[config.mk]
export PLATFORM = sky130hd
export DESIGN_NAME = led_color_mixer_seq
export DESIGN_NICKNAME = d
export VERILOG_FILES = /design/src/rtl/led_color_mixer_seq.sv
export SDC_FILE = /design/constraint.sdc
export NUM_CORES = 1
export LEC_CHECK = 0
export BUFFER_PORTS_ARGS = -buffer_cell sky130_fd_sc_hd__buf_2
export CAP_MARGIN = 20
export CORE_MARGIN = 2
export CORE_UTILIZATION = 57
export CTS_BUF_LIST = sky130_fd_sc_hd__clkbuf_4
export DETAILED_ROUTE_END_ITERATION = 10
export MAX_ROUTING_LAYER = met4
export PLACE_DENSITY = 0.92
export SYNTH_ARGS = -nofsm -noshare
export SYNTH_HDL_FRONTEND = slang
export SYNTH_SLANG_ARGS = --single-unit
export TNS_END_PERCENT = 20
[constraint.sdc]
create_clock -name clock -period 6.4 [get_ports clock]
set_input_delay 0.64 -clock clock [delete_from_list [all_inputs] [get_ports clock]]
set_output_delay 0.64 -clock clock [all_outputs]
set_load 0.005 [all_outputs]
[src/rtl/led_color_mixer_seq.sv]
// led_color_mixer_seq
// Maps a progress index onto a red -> yellow -> green status colour.
// The channel ratio delta*CMAX/den is computed by an iterative restoring
// divider (one quotient bit per clock), so the result appears a fixed number
// of cycles after a request is accepted, independent of the operand values.
// Optional feature macro: BRIGHTNESS_EN adds a 'brilho' input and a SCALE
// state that dims every channel by (brilho+1)/2^COLOR_W.
module led_color_mixer_seq #(
  parameter int N       = 10,
  parameter int COLOR_W = 8
) (
  input  logic                   clock,
  input  logic                   reset,
  input  logic                   start,
  input  logic [N-1:0]           contador,
  input  logic [N-1:0]           mid_idx,
  input  logic [N-1:0]           max_idx,
`ifdef BRIGHTNESS_EN
  input  logic [COLOR_W-1:0]     brilho,
`endif
  output logic                   busy,
  output logic                   done,
  output logic [3*COLOR_W-1:0]   cor_led
);

  localparam int W  = N + COLOR_W;
  localparam int CW = $clog2(W);

  localparam logic [COLOR_W-1:0] CMAX   = {COLOR_W{1'b1}};
  localparam logic [COLOR_W-1:0] CZERO  = {COLOR_W{1'b0}};
  localparam logic [W-1:0]       CMAX_W = {{N{1'b0}}, CMAX};
  localparam logic [W-1:0]       ONE_W  = {{(W-1){1'b0}}, 1'b1};
  localparam logic [CW-1:0]      LAST   = CW'(W - 1);

`ifdef BRIGHTNESS_EN
  typedef enum logic [1:0] {IDLE, DIV, SCALE, FIN} state_t;
`else
  typedef enum logic [1:0] {IDLE, DIV, FIN} state_t;
`endif

  state_t state;

  logic              lt_q;
  logic              eq_q;
  logic [W-1:0]      num_q;
  logic [W-1:0]      den_q;
  logic [W-1:0]      rem_q;
  logic [CW-1:0]     bit_cnt;

  logic [N-1:0]      delta_in;
  logic [W-1:0]      den_in;
  logic [W-1:0]      num_in;

  logic [W:0]        rem_shift;
  logic [W:0]        rem_diff;
  logic              take;

  logic [COLOR_W-1:0]   q_sat;
  logic [3*COLOR_W-1:0] color_raw;

`ifdef BRIGHTNESS_EN
  logic [COLOR_W-1:0]   brilho_q;
  logic [3*COLOR_W-1:0] col_q;

  // Dim one channel: (c*(b+1)) >> COLOR_W, so b = CMAX leaves c unchanged.
  function automatic logic [COLOR_W-1:0] scale_ch(input logic [COLOR_W-1:0] c,
                                                  input logic [COLOR_W-1:0] b);
    logic [2*COLOR_W-1:0] p;
    p = {{COLOR_W{1'b0}}, c} * ({{COLOR_W{1'b0}}, b} + {{(2*COLOR_W-1){1'b0}}, 1'b1});
    return COLOR_W'(p >> COLOR_W);
  endfunction
`endif

  // Select the segment of the ramp and form numerator/denominator from the live inputs.
  always_comb begin
    delta_in = '0;
    den_in   = ONE_W;
    if (contador < mid_idx) begin
      delta_in = contador;
      den_in   = {{COLOR_W{1'b0}}, mid_idx};
    end else if (contador > mid_idx) begin
      delta_in = contador - mid_idx;
      den_in   = (max_idx > mid_idx) ? {{COLOR_W{1'b0}}, max_idx - mid_idx} : ONE_W;
    end
    num_in = {{COLOR_W{1'b0}}, delta_in} * CMAX_W;
  end

  // One restoring-division step; the borrow bit of the trial subtraction decides the quotient bit.
  always_comb begin
    rem_shift = {rem_q, num_q[W-1]};
    rem_diff  = rem_shift - {1'b0, den_q};
    take      = ~rem_diff[W];
  end

  // Saturate the quotient to a channel value and place it on the ramp.
  always_comb begin
    q_sat = (|num_q[W-1:COLOR_W]) ? CMAX : num_q[COLOR_W-1:0];
    if (eq_q) begin
      color_raw = {CMAX, CMAX, CZERO};
    end else if (lt_q) begin
      color_raw = {CMAX, q_sat, CZERO};
    end else begin
      color_raw = {CMAX - q_sat, CMAX, CZERO};
    end
  end

  // Control FSM with registered handshake outputs and the divider datapath.
  always_ff @(posedge clock) begin
    if (reset) begin
      state    <= IDLE;
      busy     <= 1'b0;
      done     <= 1'b0;
      cor_led  <= '0;
      lt_q     <= 1'b0;
      eq_q     <= 1'b0;
      num_q    <= '0;
      den_q    <= '0;
      rem_q    <= '0;
      bit_cnt  <= '0;
`ifdef BRIGHTNESS_EN
      brilho_q <= '0;
      col_q    <= '0;
`endif
    end else begin
      done <= 1'b0;
      case (state)
        IDLE: begin
          if (start) begin
            lt_q     <= (contador < mid_idx);
            eq_q     <= (contador == mid_idx);
            num_q    <= num_in;
            den_q    <= den_in;
            rem_q    <= '0;
            bit_cnt  <= '0;
`ifdef BRIGHTNESS_EN
            brilho_q <= brilho;
`endif
            busy     <= 1'b1;
            state    <= DIV;
          end
        end
        DIV: begin
          rem_q   <= take ? rem_diff[W-1:0] : rem_shift[W-1:0];
          num_q   <= {num_q[W-2:0], take};
          bit_cnt <= bit_cnt + 1'b1;
          if (bit_cnt == LAST) begin
`ifdef BRIGHTNESS_EN
            state <= SCALE;
`else
            state <= FIN;
`endif
          end
        end
`ifdef BRIGHTNESS_EN
        SCALE: begin
          col_q <= {scale_ch(color_raw[3*COLOR_W-1:2*COLOR_W], brilho_q),
                    scale_ch(color_raw[2*COLOR_W-1:COLOR_W],   brilho_q),
                    scale_ch(color_raw[COLOR_W-1:0],           brilho_q)};
          state <= FIN;
        end
`endif
        FIN: begin
`ifdef BRIGHTNESS_EN
          cor_led <= col_q;
`else
          cor_led <= color_raw;
`endif
          done  <= 1'b1;
          busy  <= 1'b0;
          state <= IDLE;
        end
        default: begin
          state <= IDLE;
          busy  <= 1'b0;
        end
      endcase
    end
  end

endmodule
# After elaboration in Yosys (flattened, before gate mapping)
# Index checks and enable logic that the tools add are counted.
classes:
  muxes: 21
  reduce_logical: 7
  bitwise_logic: 2
  multipliers: 1
  addsub: 5
  order_cmp: 3
  eq_ne: 6
ops:
  columns: ["op", "n"]
  rows:
  - ["$pmux 18 s2", 2]
  - ["$mux 18", 3]
  - ["$mux 10", 5]
  - ["$mux 24", 2]
  - ["$gt 10x10->1", 2]
  - ["$sub 10x10->10", 2]
  - ["$sub 19x18->19", 1]
  - ["$mul 10x8->18 const B", 1]
  - ["$eq 10x10->1", 1]
  - ["$lt 10x10->1", 1]
  - ["$pmux 5 s2", 1]
  - ["$reduce_or 10->1", 1]
  - ["$mux 8", 1]
  - ["$reduce_and 2->1", 4]
  - ["$sub 8x8->8 const A", 1]
  - ["$add 5x1->5 const B", 1]
  - ["$eq 5x5->1 const B", 1]
  - ["$mux 5", 1]
  - ["$mux 2", 2]
  - ["$ne 2x2->1 const B", 2]
  - ["$pmux 2 s2", 1]
  - ["$eq 2x1->1 const B", 1]
  - ["$eq 2x2->1 const B", 1]
  - ["$logic_not 2->1", 1]
  - ["other kinds (4)", 6]
totals:
  output_inout_bits: 26
  elab_cells: 55
  reg_bits: 89

# Longest topological paths before layout
# Gate-level depths: netlist of run 1.
depth:
  depth_word: 6
  ltp_mapped: 26
  mapped_depth_nobuf: 25

# Worst setup path after synthesis of run 1
# OpenSTA, ideal clock, no wires.
synth_timing:
  path_type: "input -> register"
  startpoint: "in contador[0]"
  endpoint: "reg num_q[16]"
  arrival_time_ns: 6.549
  required_time_ns: 6.280
  setup_ns: 0.120
  cell_stages: 26
  setup_slack_ns: -0.269
  path_cell_list: "inv_1 > ha_1 > inv_1 > fa_1 > a211oi_1 > o21ai_1 > a21o_1 > buf_2 > buf_2 > o21ai_0 > inv_1 > fa_1 > inv_1 > fa_1 > inv_1 > fa_1 > inv_1 > fa_1 > inv_1 > ha_1 > and3_1 > and3_1 > a221o_1 > o2111ai_1 > or4_1 > nand3_1"
synth_via:
  elab_chain_cells: 6
  word_cells_on_any_way: 8
synth_lines:
  columns: ["item", "line_no", "source"]
  rows:
  - ["start: declaration", "15", "input logic [N-1:0] contador,"]
  - ["$sub 10x10->10 or $gt 10x10->1 (tied branches)", "82, 81", null]
  - ["$mux 10", "81", "end else if (contador > mid_idx) begin"]
  - ["$mux 10 (*)", "78", "if (contador < mid_idx) begin"]
  - ["$mul 10x8->18 (*)", "85", "num_in = {{COLOR_W{1'b0}}, delta_in} * CMAX_W;"]
  - ["$mux 18 (*)", "128", "if (start) begin"]
  - ["$pmux 18 s2 (*)", "126", "case (state)"]
  - ["end signal: assignment", "131", "num_q <= num_in;"]
  - ["end signal: assignment", "144", "num_q <= {num_q[W-2:0], take};"]
  - ["end: declaration", "45", "logic [W-1:0] num_q;"]
# Mark *: on every way between the ends. The rest lies on a longest branch, timed or not. The select of a mux whose other input is x is not followed.
# A chain may end at the register's enable or synchronous reset.

# Worst setup path after layout of run 1
layout_timing:
  startpoint: "in contador[0]"
  endpoint: "reg num_q[17]"
# The elaborated chain is that of the path after synthesis.

==> results of run 1 <==
final timing paths:
path / startpoint / end / cells past startpoint
setup / recovery: contador[0] / num_q[17]$_SDFFE_PP0P_ / 26
hold / removal: den_q[6]$_SDFFE_PP0P_ / den_q[6]$_SDFFE_PP0P_ / 2
setup reg to reg: num_q[17]$_SDFFE_PP0P_ / rem_q[9]$_SDFFE_PP0P_ / 9
hold reg to reg: den_q[6]$_SDFFE_PP0P_ / den_q[6]$_SDFFE_PP0P_ / 2
layout by cell type (no fill, tap or decap), drive strengths merged, types with 4 or more instances in the layout:
cell type	Yosys	routed
a31oi	7	7
xor2	13	13
nand2	76	76
a22oi	11	11
o21ai	37	37
o22ai	5	5
nand2b	7	7
nor2	91	91
o31ai	4	4
mux2i	6	6
a32oi	4	4
clkinv	0	4
dfxtp	73	73
ha	72	72
nor4	9	9
a222oi	7	7
and3	9	9
buf	17	101
nand3	26	26
nor2b	8	8
o21bai	5	5
conb	1	8
o211ai	14	14
xnor2	19	19
clkbuf	22	9
o21a	24	24
or3	6	6
nor3	30	30
inv	104	104
fa	40	40
a211oi	11	11
a21o	17	17
a21oi	41	41
nand4	15	15
state kept, by name (all words and copies together) (netlist names):
| register | cells |
|---|---|
| num_q | 18 |
| rem_q | 18 |
| cor_led | 16 |
| den_q | 10 |
| bit_cnt | 5 |
| state | 2 |
| busy | 1 |
| done | 1 |
| eq_q | 1 |
| lt_q | 1 |
metrics by stage:
stage | utilization (%) | hold slack [ns]
5_1_grt | 65.4 | 0.482
3_5_place_dp | 63.5 | 0.466
4_1_cts | 64.8 | 0.481
2_1_floorplan | - | 0.445
3_3_place_gp | 63.5 | 0.458
6_report | 65.4 | 0.478
per-layer routing:
| layer | track usage [%] | up-vias | wire length (um) |
|---|---|---|---|
| met5 | - | - | 0 |
| met4 | 11.7 | 0 | 658 |
| met3 | 3.37 | 65 | 841 |
| met2 | 47.7 | 230 | 8740 |
| met1 | 33.2 | 3134 | 7220 |
| li1 | - | 3184 | - |
area by class of cell:
cell class / instances / area, um2 / area share, %
clock buffers: 9 / 67.6 / 0.860
diodes: 1 / 2.50 / 0.0318
flip-flops and latches: 73 / 1460 / 18.6
multi-input cells: 657 / 5020 / 63.9
inverters: 104 / 390 / 4.97
well taps: 147 / 184 / 2.34
repair buffers: 101 / 646 / 8.21
clock inverters: 6 / 83.8 / 1.07
cell families (layout without fill, tap and decap cells):
group / count (synthesis) / after routing / share of synthesized area (%)
other: 1 / 9 / 0.0536
XOR/XNOR: 32 / 32 / 4.01
buffers and inverters: 143 / 220 / 8.45
AND/OR/NAND/NOR: 288 / 288 / 19.8
flip-flops: 73 / 73 / 20.9
adder cells (fa/ha/maj): 112 / 112 / 24.3
multiplexers: 9 / 9 / 1.34
AO/OA/AOI/OAI: 208 / 208 / 21.1
tightest hold or removal path, cell delays in order (launching register included):
cell     delay (ns)
dfxtp_1        0.34
nand2_1        0.05
a31oi_1        0.06
repair_timing:
item / 4_1_cts / 5_1_grt
setup buffers: 0 / 0
gates resized for setup: 0 / 14
setup endpoints to repair: 0 / 6
==> flow_summary.yaml, run 1 <==
job:
  cap_violations: 0
setup_path:
  max_stage_delay_ns: 0.53
  critPathSlowestCell: "fa_1"
  path_class: "input port to flop"
  cp_common_cell: "inv_1"
  critPathLaunchType: "input port"
  crit_family: "adder cells"
  crit_path_end_kind: "flop"
  r2r_setup_slack_ns: 3.45
  critical_path.max_fanout: 11
  crit_arrival_ns: 6.41
  crit_buf_inv: 8
  cp.required_ns: 6.74
die:
  io_pins: 59
  core_um2: 12000
  rows: 40
  die_y_um: 115
  fp.dieW_um: 115
  dieArea_um2: 13200
  initial_utilization_pct: 58.2
timing:
  setup_viol: 0
  max_freq_mhz: 165
  fin_skew_ns: 0.0211
  final-hold-violation-count: 0
  tightest_slew_ns: 0.996
  setup_tns_ns: 0
  fin_ws_ns: 0.329
  rsz0062_at_grt: "no"
  slew_headroom_pct: 33.4
  period_needed_ns: 6.07
  finalCritPeriodShare_pct: 94.9
  slew_viol_final: 0
yosys:
  yosys_warnings: 0
  seq_area_frac_synth_pct: 20.9
  synth-main-ff-cell: "dfxtp_1"
  ys_top_cells_by_count: "inv_1 (102), nor2_1 (90), nand2_1 (76)"
  synth.area.top_cells: "dfxtp_1 (21%), ha_1 (13%), fa_1 (11%)"
  yosys.cell_count.top_type: "inv_1"
  syn_area_per_cell_um2: 8.08
  synth.largest_area_cell: "dfxtp_1"
  synth_cell_types: 68
  synth-edff-count: 0
  ys_seq_elements: 73
  async_reset_ff_share_pct: 0
  yosys.area.top_type_share_pct: 20.9
  syn_area_um2: 6990
  syn_inst: 866
placed_design:
  place_congestion: 0.931
  numPortBuffers: 50
  hpwl_mm: 13.4
  dp.cells: 1081
  pre_cts_slack_ns: -0.257
  place_area_um2: 7630
routing:
  antenna_left: 0
  drt_pass1_iterations: 6
  finalWirelength_mm: 17.5
  num_vias: 6613
  routedWlPerCell_um: 15.9
  drt-initial-drc-count: 615
  vias_per_cell: 6.02
  drc_errors: 0
layout:
  area_growth_syn_to_layout_pct: 12.4
  finalInstanceArea_um2: 7860
  nFillCells: 936
  drive_gt1_share_pct: 16.1
  nets: 1091
  final_cells: 1098
grt:
  grt_max_degree: 63
  first_global_vias: 6457
  grt_pass1_wl_mm: 29.1
  antenna_found_initial: 0
  grt_use_total_pct: 27.8
  grt.overflow.total: 0
clock_network:
  cts_tree: "done"
  cts_buffer_depth: 2
  numCtsBuffers: 9
  path_clk_slew_ns: 0.14
  clock_latency_ns: 0.44
  root_buffer: "clkbuf_4"
  postCtsHoldBufs: 0
  cts_sinks: 73
  htree_levels: 3
outcome:
  status: "completed"
hold_path:
  hold_path.class: "flop to flop"
Power of run 1 is left out: the tool's default activity adds up to more than one toggle a clock period on the data nets, which glitch-free logic cannot reach.
==> inputs of run 2 (changes only) <==
--- a/config.mk
+++ b/config.mk
@@ -5,12 +5,12 @@
 export SDC_FILE = /design/constraint.sdc
 export NUM_CORES = 1
 export LEC_CHECK = 0
-export BUFFER_PORTS_ARGS = -buffer_cell sky130_fd_sc_hd__buf_2
 export CAP_MARGIN = 20
 export CORE_MARGIN = 2
-export CORE_UTILIZATION = 57
+export CORE_UTILIZATION = 61
 export CTS_BUF_LIST = sky130_fd_sc_hd__clkbuf_4
 export DETAILED_ROUTE_END_ITERATION = 10
+export DONT_BUFFER_PORTS = 1
 export MAX_ROUTING_LAYER = met4
 export PLACE_DENSITY = 0.92
 export SYNTH_ARGS = -nofsm -noshare
==> flow_summary.yaml, run 2 (synthesized netlist as in run 1, its figures left out) <==
setup_path:
  path_class: "input port to flop"
  crit_arrival_ns: 6.37
  r2r_setup_slack_ns: 3.42
  setup.worst_path.start: "mid_idx[1]"
  critical_path.max_fanout: 4
  crit_path_end_kind: "flop"
  cp.required_ns: 6.75
  critPathLaunchType: "input port"
  r2r-start: "num_q[17]$_SDFFE_PP0P_"
clock_network:
  clock_latency_ns: 0.45
  postCtsHoldBufs: 0
  path_clk_slew_ns: 0.13
  cts_buffer_depth: 2
  cts_sinks: 73
  numCtsBuffers: 9
  cts_tree: "done"
  root_buffer: "clkbuf_4"
  htree_levels: 3
  cts_resized: 0
  post-cts-setup-buffers: 0
die:
  fp.dieW_um: 111
  rows: 39
  initial_utilization_pct: 61.8
  die_y_um: 111
  dieArea_um2: 12300
  core_um2: 11300
  io_pins: 59
layout:
  multiInputGateArea_um2: 4980
  area_growth_syn_to_layout_pct: 5.69
  drive_gt1_share_pct: 8.30
  layout_commonest_cell: "inv_1"
  top_regs: "num_q: 18 flops, rem_q: 18 flops, cor_led: 16 flops"
  diodes: 0
  nFillCells: 926
  layout_common_cells: "inv_1 (102), nor2_1 (90), nand2_1 (76)"
  regArea_um2: 1460
  nets: 1020
placed_design:
  hpwl_mm: 12.9
  numPortBuffers: 0
  place_congestion: 0.971
timing:
  finalCritPeriodShare_pct: 94.1
  setup_viol: 0
  tightest_slew_ns: 0.965
  max_freq_mhz: 166
  period_needed_ns: 6.02
  final-hold-violation-count: 0
  hold-worst-slack_ns: 0.251
  slew_headroom_pct: 35.4
  slew_viol_final: 0
  fin_skew_ns: 0.0217
  rsz0062_at_grt: "no"
routing:
  drt_pass1_iterations: 5
  drc_errors: 0
  drt-initial-drc-count: 566
  num_vias: 6280
  routedWlPerCell_um: 16.1
  finalWirelength_mm: 16.5
  antenna_left: 0
  vias_per_cell: 6.14
job:
  cap_violations: 0
hold_path:
  hold_path.class: "input port to flop"
  hp-start: "reset"
grt:
  grt_max_degree: 63
  antenna_found_initial: 0
  first_global_vias: 6211
  grt.overflow.total: 0
  grt_use_total_pct: 28.1
  grt_pass1_wl_mm: 28.2
outcome:
  status: "completed"
## run 2: worst paths after layout
| kind | cells past startpoint | endpoint |
|---|---|---|
| worst max-delay path | 23 | num_q[16]$_SDFFE_PP0P_ |
| worst min-delay path | 1 | bit_cnt[3]$_SDFFE_PP0P_ |
| worst max register to register | 9 | rem_q[11]$_SDFFE_PP0P_ |
| worst min register to register | 2 | den_q[8]$_SDFFE_PP0P_ |
## run 2: per-layer routing
metal	part of all wire (%)	GRT usage (%)	wire length, um
met4	2.5	11.1	412
met5	0	-	0
met3	4.9	4.26	803
met2	51	48.3	8460
met1	41	33.3	6810
## run 2: critical path: stages
cell	delay, ns
inv_1	0.15
ha_1	0.27
nor2b_1	0.14
o31a_1	0.27
nor4_1	0.32
o21bai_1	0.15
mux2i_1	0.15
mux2_2	0.33
fa_1	0.58
inv_1	0.06
fa_1	0.54
inv_1	0.06
fa_1	0.53
inv_1	0.06
fa_1	0.54
inv_1	0.04
ha_1	0.31
a21o_1	0.20
a21o_1	0.18
a221o_1	0.38
o2111ai_1	0.25
or4_1	0.14
nand3_1	0.07
## run 2: layout make-up
class / instances / share of cell area, %
sequential: 73 / 19.8
inverter: 104 / 5.28
clock buffer: 10 / 1.02
tap: 143 / 2.42
multi-input combinational: 657 / 67.4
clock inverter: 5 / 1.08
timing repair buffer: 30 / 3.05
## run 2: per-stage QoR
step,util [%],instance area (um2),TNS (ns),setup slack (ns),cells
floorplan,-,7020,0,0.0148,873
global placement,63.8,7230,0,0.0308,1007
detailed placement,63.8,7230,-0.371,-0.134,1007
CTS,65.2,7380,0,0.332,1022
global route,65.3,7390,0,0.0432,1022
finish,65.3,7390,0,0.376,1022
Power of run 2 is left out for the same reason.
==> inputs of run 3 (changes only) <==
--- a/config.mk
+++ b/config.mk
@@ -6,8 +6,10 @@
 export NUM_CORES = 1
 export LEC_CHECK = 0
 export CAP_MARGIN = 20
+export CELL_PAD_IN_SITES_DETAIL_PLACEMENT = 0
+export CELL_PAD_IN_SITES_GLOBAL_PLACEMENT = 1
 export CORE_MARGIN = 2
-export CORE_UTILIZATION = 61
+export CORE_UTILIZATION = 46
 export CTS_BUF_LIST = sky130_fd_sc_hd__clkbuf_4
 export DETAILED_ROUTE_END_ITERATION = 10
 export DONT_BUFFER_PORTS = 1
==> flow_summary.yaml, run 3 (synthesized netlist as in run 1, its figures left out) <==
clock_network:
  clock_latency_ns: 0.44
  numCtsBuffers: 9
  path_clk_slew_ns: 0.12
  cts_sinks: 73
  cts_buffer_depth: 2
  root_buffer: "clkbuf_4"
  htree_levels: 3
  cts_tree: "done"
layout:
  finalInstanceArea_um2: 7430
  area_growth_syn_to_layout_pct: 6.23
  top_regs: "num_q: 18 flops, rem_q: 18 flops, cor_led: 16 flops"
  nets: 1020
  layout_commonest_cell: "inv_1"
  fin_util_pct: 49.4
  layout_common_cells: "inv_1 (102), nor2_1 (90), nand2_1 (76)"
  drive_gt1_share_pct: 8.30
setup_path:
  cp.required_ns: 6.74
  crit_arrival_ns: 6.28
  critPathLaunchType: "input port"
  reg2reg_to: "rem_q[3]$_SDFFE_PP0P_"
  r2r_setup_slack_ns: 3.51
  crit_path_end_kind: "flop"
  r2r-start: "num_q[17]$_SDFFE_PP0P_"
  critical_path.max_fanout: 3
  path_class: "input port to flop"
  r2r.worst_path.cells: 9
hold_path:
  hp-start: "reset"
  hold_path_end: "bit_cnt[3]$_SDFFE_PP0P_"
  min_path_cells: 1
  hold_path.class: "input port to flop"
die:
  core_um2: 15000
  initial_utilization_pct: 46.5
  io_pins: 59
  rows: 45
  fp.dieW_um: 127
  dieArea_um2: 16200
  die_y_um: 127
grt:
  grt_max_degree: 63
  grt_pass1_wl_mm: 27.7
  first_global_vias: 5724
  grt_use_total_pct: 21.5
  grt.overflow.total: 0
  antenna_found_initial: 1
timing:
  setup_viol: 0
  fin_ws_ns: 0.456
  period_needed_ns: 5.94
  slew_headroom_pct: 30.5
  slew_viol_final: 0
  finalCritPeriodShare_pct: 92.9
  tightest_slew_ns: 1.04
  hold-worst-slack_ns: 0.271
  max_freq_mhz: 168
  final-hold-violation-count: 0
  fin_skew_ns: 0.0147
  rsz0062_at_grt: "no"
placed_design:
  place_area_um2: 7280
  numPortBuffers: 0
  place_congestion: 0.940
  pre_cts_slack_ns: -0.0786
  hpwl_mm: 12.9
routing:
  num_vias: 5937
  drc_errors: 0
  finalWirelength_mm: 16.5
  routedWlPerCell_um: 15.4
  drt-initial-drc-count: 399
  vias_per_cell: 5.55
  antenna_left: 0
  drt_pass1_iterations: 5
job:
  cap_violations: 0
outcome:
  status: "completed"
-- run 3: cell count changes in the layout (fill, tap and decap cells not counted) --
cell        delta
a21oi_1        +1
a21oi_2        -1
bufinv_16      -1
clkbuf_4       -1
clkinv_2       +1
clkinvlp_4     +2
diode_2        +1
o21ai_0        -1
o21ai_1        +1
-- run 3: metrics by stage --
stage          instances  TNS (ns)
6_report            1069         0
5_1_grt             1069         0
3_5_place_dp        1052    -0.177
4_1_cts             1068         0
3_3_place_gp        1052         0
2_1_floorplan        873         0
-- run 3: how the worst max path moves through the flow --
stage	start	end	slack, ns	cells after the start
6_report	mid_idx[1]	num_q[16]$_SDFFE_PP0P_	0.46	23
5_1_grt	contador[0]	num_q[16]$_SDFFE_PP0P_	0.002	25
4_1_cts	contador[0]	num_q[16]$_SDFFE_PP0P_	0.40	25
3_5_place_dp	contador[0]	num_q[16]$_SDFFE_PP0P_	-0.08	25
3_3_place_gp	contador[0]	num_q[16]$_SDFFE_PP0P_	0.04	25
2_1_floorplan	contador[0]	num_q[17]$_SDFFE_PP0P_	0.01	22
-- run 3: timing repair --
| item | 4_1_cts | 5_1_grt |
|---|---|---|
| gates resized for setup | 0 | 2 |
| setup endpoints to repair | 0 | 4 |
| hold buffers | 0 | 0 |
| buffers inserted | 0 | 0 |
-- run 3: layer usage --
metal  GRT usage [%]  wire length [um]  up-vias
met5               -                 0        -
met4            7.56               309        0
met3            2.55               606       25
met2            33.6              7540       97
met1            29.0              8000     2775
li1                -                 -     3040
-- run 3: cell type report --
class / count / area (um2)
Fill cell: 1490 / 7600
Timing Repair Buffer: 30 / 225
Clock inverter: 7 / 70.1
Antenna cell: 1 / 2.50
Tap cell: 188 / 235
Inverter: 104 / 390
Multi-Input combinational cell: 657 / 4980
Clock buffer: 9 / 67.6
Sequential cell: 73 / 1460
-- run 3: worst max-delay path: stages --
cell,delay [ns]
inv_1,0.15
ha_1,0.27
nor2b_1,0.14
o31a_1,0.25
nor4_1,0.27
o21bai_1,0.15
mux2i_1,0.16
mux2_2,0.33
fa_1,0.57
inv_1,0.07
fa_1,0.53
inv_1,0.05
fa_1,0.53
inv_1,0.06
fa_1,0.52
inv_1,0.04
ha_1,0.32
a21o_1,0.20
a21o_1,0.17
a221o_1,0.38
o2111ai_1,0.26
or4_1,0.14
nand3_1,0.06
Power of run 3 is left out for the same reason.
